## src/rtl/instr_fetch.sv

```systemverilog
// instr_fetch: program counter and fetch stage feeding the opcode decode LUT.
// Rev 1.0 - initial release.
`default_nettype none

module instr_fetch #(
  parameter int PC_W    = 10,
  parameter int INSTR_W = 9
) (
  input  logic               clk,
  input  logic               rst,
  input  logic               i_start,
  input  logic [PC_W-1:0]    i_start_addr,
  input  logic               i_stall,
  input  logic               i_branch_abs,
  input  logic               i_branch_rel,
  input  logic [PC_W-1:0]    i_target,
  input  logic               i_halt,
  input  logic [INSTR_W-1:0] i_imem_data,
  output logic [PC_W-1:0]    o_prog_ctr,
  output logic [INSTR_W-1:0] o_instr_q,
  output logic [PC_W-1:0]    o_instr_pc,
  output logic [5:0]         o_op_addr,
  output logic               o_instr_valid,
  output logic               o_running,
  output logic               o_done
);

  typedef enum logic [1:0] {
    S_IDLE   = 2'd0,
    S_RUN    = 2'd1,
    S_HALTED = 2'd2
  } state_t;

  state_t             r_state, w_state_nxt;
  logic [PC_W-1:0]    r_pc, w_pc_nxt;
  logic [INSTR_W-1:0] r_instr_q, w_instr_q_nxt;
  logic [PC_W-1:0]    r_instr_pc, w_instr_pc_nxt;
  logic               r_valid, w_valid_nxt;
  logic               r_running, r_done;
  logic [PC_W-1:0]    w_pc_inc;
  logic [PC_W-1:0]    w_rel_target;

  assign w_pc_inc     = r_pc + PC_W'(1);
  assign w_rel_target = r_instr_pc + i_target;

  always_comb begin
    w_state_nxt    = r_state;
    w_pc_nxt       = r_pc;
    w_instr_q_nxt  = r_instr_q;
    w_instr_pc_nxt = r_instr_pc;
    w_valid_nxt    = r_valid;
    case (r_state)
      S_IDLE, S_HALTED: begin
        if (i_start) begin
          w_state_nxt = S_RUN;
          w_pc_nxt    = i_start_addr;
          w_valid_nxt = 1'b0;
        end
      end
      S_RUN: begin
        // Redirect/halt only act on a live instruction; a bubble falls through to fetch.
        if (i_stall) begin
          w_state_nxt = r_state;
        end else if (i_halt && r_valid) begin
          w_state_nxt = S_HALTED;
          w_valid_nxt = 1'b0;
        end else if (i_branch_abs && r_valid) begin
          w_pc_nxt    = i_target;
          w_valid_nxt = 1'b0;
        end else if (i_branch_rel && r_valid) begin
          w_pc_nxt    = w_rel_target;
          w_valid_nxt = 1'b0;
        end else begin
          w_instr_q_nxt  = i_imem_data;
          w_instr_pc_nxt = r_pc;
          w_valid_nxt    = 1'b1;
          w_pc_nxt       = w_pc_inc;
        end
      end
      default: begin
        w_state_nxt = S_IDLE;
      end
    endcase
  end

  always_ff @(posedge clk or posedge rst) begin
    if (rst) begin
      r_state    <= S_IDLE;
      r_pc       <= '0;
      r_instr_q  <= '0;
      r_instr_pc <= '0;
      r_valid    <= 1'b0;
      r_running  <= 1'b0;
      r_done     <= 1'b0;
    end else begin
      r_state    <= w_state_nxt;
      r_pc       <= w_pc_nxt;
      r_instr_q  <= w_instr_q_nxt;
      r_instr_pc <= w_instr_pc_nxt;
      r_valid    <= w_valid_nxt;
      r_running  <= (w_state_nxt == S_RUN);
      r_done     <= (w_state_nxt == S_HALTED);
    end
  end

  assign o_prog_ctr    = r_pc;
  assign o_instr_q     = r_instr_q;
  assign o_instr_pc    = r_instr_pc;
  assign o_op_addr     = r_instr_q[INSTR_W-1 -: 6];
  assign o_instr_valid = r_valid;
  assign o_running     = r_running;
  assign o_done        = r_done;

endmodule

`default_nettype wire

```

## config.mk

```make
export PLATFORM = sky130hd
export DESIGN_NAME = instr_fetch
export DESIGN_NICKNAME = d
export VERILOG_FILES = /design/src/rtl/instr_fetch.sv
export SDC_FILE = /design/constraint.sdc
export NUM_CORES = 1
export LEC_CHECK = 0
export CAP_MARGIN = 20
export CORE_AREA = 8 8 82 84
export CTS_CLUSTER_DIAMETER = 200
export DETAILED_ROUTE_END_ITERATION = 8
export DIE_AREA = 0 0 90 92
export PLACE_DENSITY = 0.75
export SLEW_MARGIN = 40
export SYNTH_ARGS = -nofsm -noshare
export SYNTH_HDL_FRONTEND = slang
export SYNTH_SLANG_ARGS = --single-unit
```

## constraint.sdc

```tcl
create_clock -name clk -period 2.1 [get_ports clk]
set_input_delay 0.42 -clock clk [delete_from_list [all_inputs] [get_ports clk]]
set_output_delay 0.42 -clock clk [all_outputs]
set_load 0.01 [all_outputs]
```

Word-level counts from Yosys, hierarchy flattened
Index checks and enable logic that the tools add are counted.
{"block": "classes", "n_addsub": 2, "eq_ne": 7, "n_mux": 16, "n_bitwise": 4, "n_reduce_logical": 9}
{"cell": "10-bit two-way mux", "n": 5}
{"cell": "10-bit one-hot mux with 2 select lines", "n": 1}
{"cell": "10-bit by 1-bit adder with 10-bit output, second input constant", "n": 1}
{"cell": "10-bit adder", "n": 1}
{"cell": "2-bit two-way mux", "n": 3}
{"cell": "2-bit inequality test, second input constant", "n": 3}
{"cell": "1-bit two-way mux", "n": 5}
{"cell": "5-bit AND reduction", "n": 1}
{"cell": "2-bit by 1-bit == test with 1-bit output, second input constant", "n": 2}
{"cell": "2-bit == test, second input constant", "n": 2}
{"cell": "1-bit inverter", "n": 4}
{"cell": "2-bit one-hot mux with 2 select lines", "n": 1}
{"cell": "4-bit AND reduction", "n": 1}
{"cell": "1-bit logical AND", "n": 3}
{"cell": "3-bit AND reduction", "n": 1}
{"cell": "2-bit zero test", "n": 1}
{"cell": "1-bit one-hot mux with 2 select lines", "n": 1}
{"cell": "2-bit nonzero test", "n": 1}
{"cell": "2-bit OR reduction", "n": 1}
{"block": "word_totals", "register_bits": 34, "input_bits": 36, "out_inout_bits": 38, "elab_cells": 45}

Logic depth before layout (Yosys ltp)
{"block": "depth", "ltp_word": 6, "depth_mapped": 8, "depth_no_buf": 8}

Worst setup path before layout
OpenSTA, ideal clock, no wires.
{"block": "synth_path", "path_type": "input to register", "start": "input i_target[0]", "end": "register r_pc[8] (netlist: o_prog_ctr[8])", "arrival_ns": 1.879, "required_time_ns": 1.966, "path_slack_ns": 0.087, "cell_stages": 8, "path_cell_list": "ha_1 -> fa_1 -> a21o_1 -> nand2_1 -> a21oi_1 -> o41ai_1 -> xor2_1 -> o211ai_1"}
{"block": "synth_between", "elab_chain_cells": 6}
{"item": "start, declared", "line_no": "16", "source": "input logic [PC_W-1:0] i_target,"}
{"item": "10-bit adder", "line_no": "44", "source": "assign w_rel_target = r_instr_pc + i_target;"}
{"item": "10-bit two-way mux", "line_no": "70", "source": "end else if (i_branch_rel && r_valid) begin"}
{"item": "10-bit two-way mux", "line_no": "67", "source": "end else if (i_branch_abs && r_valid) begin"}
{"item": "10-bit two-way mux", "line_no": "64", "source": "end else if (i_halt && r_valid) begin"}
{"item": "10-bit two-way mux", "line_no": "62", "source": "if (i_stall) begin"}
{"item": "10-bit one-hot mux with 2 select lines", "line_no": "52", "source": "case (r_state)"}
{"item": "end signal, assigned", "line_no": "97", "source": "r_pc <= w_pc_nxt;"}
{"item": "end, declared", "line_no": "35", "source": "logic [PC_W-1:0] r_pc, w_pc_nxt;"}
No other way between the ends. The select of a mux whose other input is x is not followed.
A chain may end at the register's enable or synchronous reset.

Final worst setup path
{"block": "layout_path", "start": "input i_target[6]", "end": "register r_pc[9] (netlist: o_prog_ctr[9])"}
The elaborated chain is that of the path after synthesis.

==> impl_metrics.csv <==
group,metric,value,unit
grt,grt_overflow,0,
detailed_routing,wirelength,6.706,mm
clock_tree,clkLatencyLatePin,300,ps
die,num_rows,27,
detailed_routing,wl_met1,2.862,mm
clock_tree,cts_hold_buf,0,
detailed_routing,first_pass_iters,4,
placed_design,place_congestion,0.8883,
detailed_routing,drtIter0Drc,125,
power_and_ir_drop,seqPwrFrac,24.8,%
clock_tree,cts.path.max_buffers,2,
grt,grt_max_degree,35,
sta,period_needed,2037,ps
sta,timing.slew.headroom,69.87,%
power_and_ir_drop,p_clk_share,13.9,%
sta,timing.fmax,491.0,MHz
setup_path,path_cells,"clkdlybuf4s50_1 -> ha_1 -> buf_4 -> nand2_1 -> nor3_2 -> a21oi_2 -> a21o_1 -> a31o_1 -> a31oi_1",
finish,layout.cells.non_filler,404,
detailed_routing,drc,0,
flow_run,cap_viol_max_count,0,
setup_path,path_class,"in2reg",
detailed_routing,dr.max_layer_used,"met4",
sta,final_max_slew_viol_count,0,
clock_tree,cts.sinks,34,
detailed_routing,wl_met2,3.354,mm
synth,synth-simple-area-share,14.73,%
synth,synthMuxAreaShare,11.34,%
sta,finalHoldViolations,0,
setup_path,path_max_fanout,3,
placed_design,dp_hpwl,5.009,mm
clock_tree,cts_tree,"done",
synth,ys_seq_area_share,38.37,%
synth,synth_edf_count,0,
detailed_routing,vias_per_cell,5.250,
synth,synthAdderAreaFrac,6.546,%
finish,fillCellCount,474,
grt,track_usage,16.33,%
die,die_w,90,um
synth,synth_top_family_by_area,"compound AO/OA/AOI/OAI gates",
synth,synth.net_count,279,
detailed_routing,met3_length,347,um
grt,grt_pass1_wl,10.87,mm
min_path,hp-start,"o_instr_q[0]$_DFFE_PP0P_",
synth,ys_ff_latch,34,
die,num_io_pins,74,
setup_path,rr_startpoint,"o_instr_pc[0]$_DFFE_PP0P_",
placed_design,io_buffer_count,73,
synth,synthXorXnorAreaFrac,4.740,%
power_and_ir_drop,p_total,5.393,mW
placed_design,placed_cells,396,
die,start_util,41.02,%
setup_path,slowest_delay,430,ps
setup_path,critPathLaunch,"i_target[6]",
detailed_routing,ant_nets,0,
finish,drive_gt1_share,21.39,%
die,die_area,0.008280,sq mm
min_path,hp-class,"reg2reg",
synth,synth_compound_area_share,18.91,%
clock_tree,clkTransAtPathRegs,80,ps
power_and_ir_drop,sw_frac_of_total,38.79,%
power_and_ir_drop,p_per_area,1599,mW/mm^2
grt,antenna_found_initial,0,
sta,min_period_over_period,96.98,%
clock_tree,htreeDepth,2,
die,core,0.005405,sq mm
finish,n_antenna_cell,0,
setup_path,slowest_stage,"clkdlybuf4s50_1",
die,die-height,92,um
sta,worstMarginPinSlew,452.0,ps
power_and_ir_drop,p_sw,2.092,mW
clock_tree,cts_root_buf,"clkbuf_8",
sta,clock_skew,8.029,ps
synth,syn_area,0.002217,sq mm
detailed_routing,routedWlPerCell,16.60,um
synth,synth_cells,232,
finish,syn_to_final_growth,52.09,%
synth,ys.flop_type,"dfrtp_1",
setup_path,end_kind,"flop",
synth,synth_largest_area_cell,"dfrtp_1",
power_and_ir_drop,internal_power,3.301,mW
finish,nets,378,
synth,synth_area_leaders,"dfrtp_1 (38%), mux2_4 (6.8%), ha_1 (5.6%)",
power_and_ir_drop,pwr-share-comb,61.3,%
synth,postSynthAreaPerCell,9.557,sq um
grt,grt_pass1_vias,2179,
setup_path,worst_ep_required_time,2320,ps
synth,synth_top_area_share,38.37,%
detailed_routing,vias,2121,
synth,yosysWarnings,0,
synth,yosysUniqueCellTypes,42,
setup_path,arrival,2250,ps
status,status,"completed",
clock_tree,cts_buffers,5,
power_and_ir_drop,leakage,1.432,nW
setup_path,critPathLaunchType,"primary input",
synth,async_reset_ff_share,100.0,%
power_and_ir_drop,vdd_drop_max,0.8479,mV
sta,setup_viol,0,
[power groups by stage]
stage                     Clock (mW)  Combinational, mW  Sequential, mW
final                          0.749               3.31            1.34
after global routing           0.785               3.58            1.41
after CTS                      0.756               3.27            1.34
after detailed placement           0               3.22            1.35
after global placement             0               3.17            1.32
after floorplan                    0               1.75            1.40
[path summary, 6_finish.rpt]
kind	end	slack, ps	depth (start not counted)
min in group asynchronous	o_instr_q[7]$_DFFE_PP0P_	530	3
max in group asynchronous	o_instr_pc[2]$_DFFE_PP0P_	1260	3
setup reg to reg	o_prog_ctr[8]$_DFFE_PP0P_	130	8
hold / removal	o_instr_q[0]$_DFFE_PP0P_	520	1
hold reg to reg	o_instr_q[0]$_DFFE_PP0P_	520	1
setup / recovery	o_prog_ctr[9]$_DFFE_PP0P_	60	9
[layout by cell type, fill, tap and decap left out, types with 2 or more instances in the layout]
| cell type | count |
|---|---|
| a21o_1 | 3 |
| o211ai_1 | 4 |
| mux2_4 | 10 |
| nand4_1 | 3 |
| nand3_1 | 6 |
| nor3_1 | 6 |
| nor2_1 | 16 |
| ha_1 | 9 |
| a21oi_1 | 16 |
| a22o_1 | 2 |
| a21oi_2 | 2 |
| dlygate4sd2_1 | 2 |
| xnor2_1 | 5 |
| mux2_2 | 9 |
| a211oi_2 | 2 |
| buf_4 | 32 |
| clkdlybuf4s50_1 | 71 |
| o21ai_1 | 2 |
| o21ai_0 | 19 |
| xor2_1 | 7 |
| a31oi_1 | 3 |
| nand2_1 | 27 |
| inv_1 | 6 |
| dfrtp_1 | 34 |
| o32ai_1 | 4 |
| a211oi_1 | 2 |
| a22oi_1 | 2 |
| bufinv_16 | 2 |
| clkbuf_8 | 5 |
| o22ai_1 | 2 |
[synth_stat cells (2+ instances only)]
cell / count
a211oi_1: 4
a21o_1: 3
a21oi_1: 18
a22o_1: 2
a22oi_1: 2
a31oi_1: 3
buf_2: 3
buf_4: 6
clkbuf_1: 3
dfrtp_1: 34
ha_1: 10
inv_1: 6
mux2_2: 9
mux2_4: 10
nand2_1: 27
nand3_1: 6
nand4_1: 3
nor2_1: 16
nor3_1: 7
o211ai_1: 4
o21ai_0: 21
o22ai_1: 2
o32ai_1: 4
xnor2_1: 5
xor2_1: 7
[cell families after synthesis]
group                    Yosys count
buffers and inverters             20
multiplexers                      19
XOR/XNOR                          12
flip-flops                        34
AO/OA/AOI/OAI                     68
adder cells (fa/ha/maj)           11
AND/OR/NAND/NOR                   68
[routing by layer]
metal | track usage (%) | vias to the layer above
li1 | - | 1036
met3 | 3.178 | 13
met1 | 20.05 | 995
met2 | 27.18 | 77
met4 | 7.490 | 0
met5 | 0 | -
[registers in the layout, summed over array words and instances (netlist names)]
register / flops
o_instr_q: 9
o_prog_ctr: 10
o_running: 1
r_state: 2
o_instr_valid: 1
o_done: 1
o_instr_pc: 10
[area by class of cell]
class	count	area, sq um	area share (%)
clock inverter	3	68.82	2.041
timing repair buffer	106	988.4	29.31
multi-input combinational	178	1282	38.03
clock buffer	5	68.82	2.041
inverter	6	22.52	0.6679
tap	72	90.09	2.672
sequential	34	850.8	25.23
[repair_timing]
action	in CTS	in global routing
buffers inserted	0	0
resized for setup	6	6
pin swaps	4	2
endpoints found under the setup margin	5	4
[through the flow]
stage / cell area (sq um) / TNS [ps] / utilization [%] / hold WS [ps] / worst slack [ps]
detailed placement: 3202 / -3341 / 59.24 / 496.5 / -440.8
global placement: 3202 / -2617 / 59.24 / 489.5 / -417.5
floorplan: 2217 / 0 / - / 521.8 / 87.07
global route: 3372 / -9.750 / 62.38 / 554.2 / -9.750
CTS: 3354 / 0 / 62.06 / 519.6 / 41.43
finish: 3372 / 0 / 62.38 / 515.1 / 63.46
[critical path: cells and delay by family]
family	cells	cell delay, ps
AOI/OAI and AO/OA	4	640
adders and majority gates	1	350
buffers and inverters	2	550
and+or+nand+nor	2	300
Note: power is estimated with default switching activity, not from simulation.
